===== config.mk =====
export PLATFORM = sky130hd
export DESIGN_NAME = cu_multicycle_gen_flat
export DESIGN_NICKNAME = d
export VERILOG_FILES = /design/src/rtl/cu_multicycle_gen_if.sv /design/src/rtl/cu_multicycle_gen.sv /design/src/flat_wrapper.sv
export SDC_FILE = /design/constraint.sdc
export NUM_CORES = 1
export LEC_CHECK = 0
export ABC_AREA = 1
export CAP_MARGIN = 20
export CORE_UTILIZATION = 35
export CTS_CLUSTER_SIZE = 40
export DETAILED_ROUTE_END_ITERATION = 8
export PLACE_DENSITY_LB_ADDON = 0.25
export SLEW_MARGIN = 20
export SYNTH_ARGS = -nofsm -noshare
export SYNTH_HDL_FRONTEND = slang
export SYNTH_SLANG_ARGS = --single-unit

===== constraint.sdc =====
create_clock -name clk -period 1.8 [get_ports clk]
set_clock_uncertainty 0.05 [all_clocks]
set_input_delay 0.27 -clock clk [delete_from_list [all_inputs] [get_ports clk]]
set_output_delay 0.27 -clock clk [all_outputs]
set_load 0.02 [all_outputs]

===== src/rtl/cu_multicycle_gen_if.sv =====
// Control-unit bus: instruction and handshake inputs into the CU, and the
// decoded control strobes and fields from the CU out to the datapath.
interface cu_multicycle_gen_if #(
  parameter int INST_W = 16,
  parameter int OP_W   = 4,
  parameter int REG_W  = 4,
  parameter int ADDR_W = 8,
  parameter int CNT_W  = 16
);
  logic [INST_W-1:0] inst;
  logic              mem_rdy;
  logic              alu_done;
  logic              resume;
  logic              pc_ld;
  logic              ir_ld;
  logic              mem_en;
  logic              mem_wrt;
  logic              stat_ld;
  logic              alu_en;
  logic              alu_flag;
  logic              pc_branch;
  logic              flush;
  logic              halted;
  logic [OP_W-1:0]   opcode;
  logic [REG_W-1:0]  reg_out;
  logic [ADDR_W-1:0] branch_addr;
  logic [CNT_W-1:0]  retired;

  // Control-unit side.
  modport master (
    input  inst, mem_rdy, alu_done, resume,
    output pc_ld, ir_ld, mem_en, mem_wrt, stat_ld, alu_en, alu_flag,
           pc_branch, flush, halted, opcode, reg_out, branch_addr, retired
  );

  // Datapath side.
  modport slave (
    output inst, mem_rdy, alu_done, resume,
    input  pc_ld, ir_ld, mem_en, mem_wrt, stat_ld, alu_en, alu_flag,
           pc_branch, flush, halted, opcode, reg_out, branch_addr, retired
  );
endinterface


===== src/rtl/cu_multicycle_gen.sv =====
// Multicycle control unit: FETCH -> DECODE -> EXECUTE -> WRITEBACK with
// memory/ALU ready handshakes, a HALT state and a retired-instruction counter.
// Only the state and the counter are registered; every output is decoded
// combinationally from state, the IR word and the handshake inputs.
module cu_multicycle_gen #(
  parameter int INST_W  = 16,
  parameter int OP_W    = 4,
  parameter int REG_W   = 4,
  parameter int ADDR_W  = 8,
  parameter int ALU_MAX = 10,
  parameter int OP_SUB  = 1,
  parameter int OP_JMP  = 11,
  parameter int OP_LDI  = 12,
  parameter int OP_HLT  = 15,
  parameter int CNT_W   = 16
) (
  input logic clk,
  input logic rst,
  cu_multicycle_gen_if.master bus
);

  typedef enum logic [2:0] {
    S_FETCH,
    S_DECODE,
    S_EXECUTE,
    S_WRITEBACK,
    S_HALT
  } state_t;

  state_t           state_q, state_d;
  logic [CNT_W-1:0] retired_q;
  logic             retire;

  logic [OP_W-1:0]   op_field;
  logic [REG_W-1:0]  reg_field;
  logic [ADDR_W-1:0] addr_field;
  logic              is_alu;

  assign op_field   = bus.inst[INST_W-1 -: OP_W];
  assign reg_field  = bus.inst[INST_W-OP_W-1 -: REG_W];
  assign addr_field = bus.inst[ADDR_W-1:0];
  assign is_alu     = (op_field <= OP_W'(ALU_MAX));

  // State register and retired counter; reset abandons any instruction in flight.
  always_ff @(posedge clk) begin
    // NOTE: non-blocking assignments keep every flop sampling pre-edge values.
    if (rst) begin
      state_q   <= S_FETCH;
      retired_q <= '0;
    end else begin
      state_q <= state_d;
      if (retire) retired_q <= retired_q + CNT_W'(1);
    end
  end

  // Next-state and control decode; reset forces all outputs quiet.
  always_comb begin
    // NOTE: every output gets a default first so no path can infer a latch.
    state_d         = state_q;
    retire          = 1'b0;
    bus.pc_ld       = 1'b0;
    bus.ir_ld       = 1'b0;
    bus.mem_en      = 1'b0;
    bus.mem_wrt     = 1'b0;
    bus.stat_ld     = 1'b0;
    bus.alu_en      = 1'b0;
    bus.alu_flag    = 1'b0;
    bus.pc_branch   = 1'b0;
    bus.flush       = 1'b0;
    bus.halted      = 1'b0;
    bus.opcode      = '1;
    bus.reg_out     = '0;
    bus.branch_addr = '0;
    bus.retired     = retired_q;

    case (state_q)
      S_FETCH: begin
        bus.mem_en = 1'b1;
        if (bus.mem_rdy) begin
          bus.pc_ld = 1'b1;
          bus.ir_ld = 1'b1;
          state_d   = S_DECODE;
        end
      end
      S_DECODE: begin
        bus.mem_en  = 1'b1;
        bus.opcode  = op_field;
        bus.reg_out = reg_field;
        state_d     = S_EXECUTE;
      end
      S_EXECUTE: begin
        bus.mem_en      = 1'b1;
        bus.opcode      = op_field;
        bus.reg_out     = reg_field;
        bus.branch_addr = addr_field;
        if (is_alu) begin
          bus.alu_en   = 1'b1;
          bus.alu_flag = (op_field == OP_W'(OP_SUB));
          if (bus.alu_done) state_d = S_WRITEBACK;
        end else if (op_field == OP_W'(OP_JMP)) begin
          bus.pc_branch = 1'b1;
          bus.flush     = 1'b1;
          retire        = 1'b1;
          state_d       = S_FETCH;
        end else if (op_field == OP_W'(OP_LDI)) begin
          state_d = S_WRITEBACK;
        end else if (op_field == OP_W'(OP_HLT)) begin
          retire  = 1'b1;
          state_d = S_HALT;
        end else begin
          retire  = 1'b1;
          state_d = S_FETCH;
        end
      end
      S_WRITEBACK: begin
        bus.mem_en  = 1'b1;
        bus.mem_wrt = 1'b1;
        bus.opcode  = op_field;
        bus.reg_out = reg_field;
        if (bus.mem_rdy) begin
          bus.stat_ld = is_alu;
          retire      = 1'b1;
          state_d     = S_FETCH;
        end
      end
      S_HALT: begin
        bus.halted = 1'b1;
        if (bus.resume) state_d = S_FETCH;
      end
      default: state_d = S_FETCH;
    endcase

    if (rst) begin
      retire          = 1'b0;
      bus.pc_ld       = 1'b0;
      bus.ir_ld       = 1'b0;
      bus.mem_en      = 1'b0;
      bus.mem_wrt     = 1'b0;
      bus.stat_ld     = 1'b0;
      bus.alu_en      = 1'b0;
      bus.alu_flag    = 1'b0;
      bus.pc_branch   = 1'b0;
      bus.flush       = 1'b0;
      bus.halted      = 1'b0;
      bus.opcode      = '1;
      bus.reg_out     = '0;
      bus.branch_addr = '0;
      bus.retired     = '0;
    end
  end

endmodule

===== src/flat_wrapper.sv =====
// flat-port wrapper written by rule: the top's interface ports become plain ports
module cu_multicycle_gen_flat 
#(
  parameter int INST_W  = 16,
  parameter int OP_W    = 4,
  parameter int REG_W   = 4,
  parameter int ADDR_W  = 8,
  parameter int ALU_MAX = 10,
  parameter int OP_SUB  = 1,
  parameter int OP_JMP  = 11,
  parameter int OP_LDI  = 12,
  parameter int OP_HLT  = 15,
  parameter int CNT_W   = 16
)
  (clk, rst, bus_inst, bus_mem_rdy, bus_alu_done, bus_resume, bus_pc_ld, bus_ir_ld, bus_mem_en, bus_mem_wrt, bus_stat_ld, bus_alu_en, bus_alu_flag, bus_pc_branch, bus_flush, bus_halted, bus_opcode, bus_reg_out, bus_branch_addr, bus_retired);
  cu_multicycle_gen_if #(.INST_W(INST_W), .OP_W(OP_W), .REG_W(REG_W), .ADDR_W(ADDR_W), .CNT_W(CNT_W)) bus_i ();
  input logic clk;
  input logic rst;
  input wire logic [$bits(bus_i.inst)-1:0] bus_inst;
  input wire logic [$bits(bus_i.mem_rdy)-1:0] bus_mem_rdy;
  input wire logic [$bits(bus_i.alu_done)-1:0] bus_alu_done;
  input wire logic [$bits(bus_i.resume)-1:0] bus_resume;
  output wire logic [$bits(bus_i.pc_ld)-1:0] bus_pc_ld;
  output wire logic [$bits(bus_i.ir_ld)-1:0] bus_ir_ld;
  output wire logic [$bits(bus_i.mem_en)-1:0] bus_mem_en;
  output wire logic [$bits(bus_i.mem_wrt)-1:0] bus_mem_wrt;
  output wire logic [$bits(bus_i.stat_ld)-1:0] bus_stat_ld;
  output wire logic [$bits(bus_i.alu_en)-1:0] bus_alu_en;
  output wire logic [$bits(bus_i.alu_flag)-1:0] bus_alu_flag;
  output wire logic [$bits(bus_i.pc_branch)-1:0] bus_pc_branch;
  output wire logic [$bits(bus_i.flush)-1:0] bus_flush;
  output wire logic [$bits(bus_i.halted)-1:0] bus_halted;
  output wire logic [$bits(bus_i.opcode)-1:0] bus_opcode;
  output wire logic [$bits(bus_i.reg_out)-1:0] bus_reg_out;
  output wire logic [$bits(bus_i.branch_addr)-1:0] bus_branch_addr;
  output wire logic [$bits(bus_i.retired)-1:0] bus_retired;
  assign bus_i.inst = bus_inst;
  assign bus_i.mem_rdy = bus_mem_rdy;
  assign bus_i.alu_done = bus_alu_done;
  assign bus_i.resume = bus_resume;
  assign bus_pc_ld = bus_i.pc_ld;
  assign bus_ir_ld = bus_i.ir_ld;
  assign bus_mem_en = bus_i.mem_en;
  assign bus_mem_wrt = bus_i.mem_wrt;
  assign bus_stat_ld = bus_i.stat_ld;
  assign bus_alu_en = bus_i.alu_en;
  assign bus_alu_flag = bus_i.alu_flag;
  assign bus_pc_branch = bus_i.pc_branch;
  assign bus_flush = bus_i.flush;
  assign bus_halted = bus_i.halted;
  assign bus_opcode = bus_i.opcode;
  assign bus_reg_out = bus_i.reg_out;
  assign bus_branch_addr = bus_i.branch_addr;
  assign bus_retired = bus_i.retired;
  cu_multicycle_gen #(.INST_W(INST_W), .OP_W(OP_W), .REG_W(REG_W), .ADDR_W(ADDR_W), .ALU_MAX(ALU_MAX), .OP_SUB(OP_SUB), .OP_JMP(OP_JMP), .OP_LDI(OP_LDI), .OP_HLT(OP_HLT), .CNT_W(CNT_W)) u_core (.clk(clk), .rst(rst), .bus(bus_i));
endmodule

==> impl_metrics.ini <==
[power_and_ir_drop]
switching_power_w = 0.000676
power_frac_comb_pct = 53.6
p_clk_share_pct = 17.5
power.density_mw_per_mm2 = 752
ir_drop_mv = 0.596
p_int_w = 0.00102
p_leak_nw = 1.14
switching_share_pct = 39.8
power_frac_seq_pct = 28.8

[sta]
fin_setup_tns_ns = 0
rsz0062_at_grt = yes
timing.fmax_ghz = 0.570
tightest_slew_ns = 0.283
setup_viol = 0
final.period_utilization_pct = 97.4
period_needed_ns = 1.75
slew_headroom_pct = 81.1
final_hold_viol_count = 0
slew_violations = 0

[worst_hold_path]
hp-class = flop to flop
worstHoldStart = u_core.retired_q[15]
min_to = u_core.retired_q[15]
worstHoldPathCells = 2

[grt]
track_usage_pct = 20.1
grt_pass1_vias = 1558
grt_pass1_wl_mm = 6.75
grt_overflow = 0
grt_max_degree = 15
antenna_found_initial = 0

[synthesis]
synth_edf_count = 0
synthArstFlopShare_pct = 0
ys_ff_latch = 19
synth_top_area_share_pct = 27.0
postSynthCellCount = 258
synth_common_cells = 77 x nand2_1, 69 x nor2_1, 29 x inv_1
synth.most_common_cell = nand2_1
yosysTopAreaCell = dfxtp_1
ys_types = 24
netlist_top_cells_area = dfxtp_1 27%, nand2_1 20%, nor2_1 18%
synth_nets = 280
postSynthAreaPerCell_um2 = 5.47
netlist_area_mm2 = 0.00141
synth_flop_cell = dfxtp_1
synth_warnings = 0
ys_seq_area_share_pct = 27.0

[route]
wire_per_inst_um = 10.2
drc = 0
viasPerCell = 4.46
antenna_left = 0
drt_iter0_drc = 81
wl_mm = 4.04
drtPass1Iterations = 4
vias = 1756

[setup_path]
crit_start = rst
crit_arrival_ns = 1.43
regToRegEndpoint = u_core.retired_q[8]
critPathCaptureType = output pin
worstRegToRegCells = 8
startpoint_type = input pin
crit_fanout = 14
reg2reg_from = u_core.retired_q[1]
crit_type = input pin to output pin
rrSetupSlack_ns = 0.27
worstPathRequired_ns = 1.48

[layout]
final_nets = 369
nFillCells = 406
stdcell_area_mm2 = 0.00226
drive_gt1_share_pct = 19.1
area_growth_pct = 60.0
insertedDiodeCount = 0

[floorplanning]
die_h_um = 65.5
die_x_um = 65.5
start_util_pct = 37.4
ios = 63
num_rows = 22
dieArea_mm2 = 0.00429
core_mm2 = 0.00377

[place]
place_area_mm2 = 0.00229
place.gp.congestion = 0.956
port_buffers = 62
dp_hpwl_mm = 3.27

[clock_tree]
clk_latency_ns = 0.25
cts.path.max_buffers = 2
htree_levels = 1
cts_buffers = 3
cts_tree = yes
cts_setup_buffers = 0
clk_pin_slew_ns = 0.07
clock-sinks = 19
cts_root_buf = clkbuf_8

[run_status]
outcome = complete, no violations

[flow_run]
drv_cap = 0
-- cell type report --
cell class | count | area (um2) | area share (%)
inverters | 29 | 109 | 4.82
well taps | 48 | 60.1 | 2.66
repair buffers | 94 | 774 | 34.3
multi-input cells | 200 | 886 | 39.2
flip-flops and latches | 19 | 384 | 17.0
clock buffers | 4 | 45.0 | 1.99
-- logic make-up (layout without fill, tap and decap cells) --
family,after synthesis,count (layout),share of synthesized area (%)
AO/OA/AOI/OAI,13,13,4.79
XOR/XNOR,1,1,0.621
adder cells (fa/ha/maj),1,1,0.886
buffers and inverters,39,127,11.8
flip-flops,19,19,27.0
AND/OR/NAND/NOR,185,185,55.0
-- critical path, cell delays in order --
cell and delay, ns:
dlygate4sd2_1 0.27, buf_4 0.19, nor2_1 0.10, clkdlybuf4s50_1 0.60
-- sequential cells by signal (all words and copies together), names as in the netlist --
signal / count
u_core.state_q: 3
u_core.retired_q: 16
-- worst max-delay path by stage --
stage                                endpoint  slack, ns  cells after the start
after floorplan                 bus_opcode[1]       0.02                      5
after CTS                      bus_reg_out[2]      -0.13                      5
after detailed placement        bus_opcode[1]      -0.43                      7
after global routing      u_core.retired_q[5]     -0.007                     10
final                         bus_retired[15]       0.05                      4
after global placement          bus_opcode[3]      -0.39                      7
-- stage by stage --
step / setup slack (ns) / cells / power (W) / utilization [%] / hold WS, ns
6_report: 0.0468 / 394 / 0.00170 / 59.9 / 0.436
5_1_grt: -0.00746 / 394 / 0.00183 / 59.9 / 0.470
4_1_cts: -0.133 / 394 / 0.00174 / 61.4 / 0.438
3_5_place_dp: -0.432 / 390 / 0.00147 / 60.6 / 0.428
3_3_place_gp: -0.391 / 390 / 0.00145 / 60.6 / 0.410
2_1_floorplan: 0.0199 / 258 / 0.000983 / - / 0.384
-- cell usage in the layout (no fill, tap or decap), types with 3 or more instances in the layout --
| cell type | instances |
|---|---|
| buf_2 | 11 |
| inv_1 | 29 |
| clkbuf_2 | 3 |
| nand3_1 | 20 |
| clkdlybuf4s50_1 | 20 |
| nand2_1 | 77 |
| buf_4 | 32 |
| clkbuf_8 | 3 |
| dfxtp_1 | 16 |
| nor2_1 | 65 |
| dfxtp_2 | 3 |
| nor2_2 | 4 |
| dlygate4sd2_1 | 21 |
| nor3_1 | 4 |
| a21oi_1 | 11 |
| dlymetal6s2s_1 | 4 |
-- routing by layer --
| layer | vias up | part of all wire (%) | global-route usage [%] |
|---|---|---|---|
| met5 | - | 0 | 0 |
| met4 | 0 | 0.84 | 4.89 |
| met3 | 4 | 4.3 | 3.82 |
| met2 | 41 | 46 | 34.3 |
| met1 | 741 | 49 | 25.7 |
| li1 | 970 | - | - |
-- power by group through the flow --
stage,Combinational (W),Clock (W),Sequential [W]
after floorplan,0.000489,0,0.000494
after global placement,0.000958,0,0.000491
after detailed placement,0.000973,0,0.000493
after CTS,0.000939,0.000309,0.000489
after global routing,0.00101,0.000328,0.000493
final,0.000911,0.000298,0.000489
-- repair_timing --
action,CTS,global route
gates resized for setup,71,25
endpoints found under the setup margin,42,23
hold buffers,0,0
pin swaps,1,0
No activity file was read; power rests on OpenSTA's default activity.
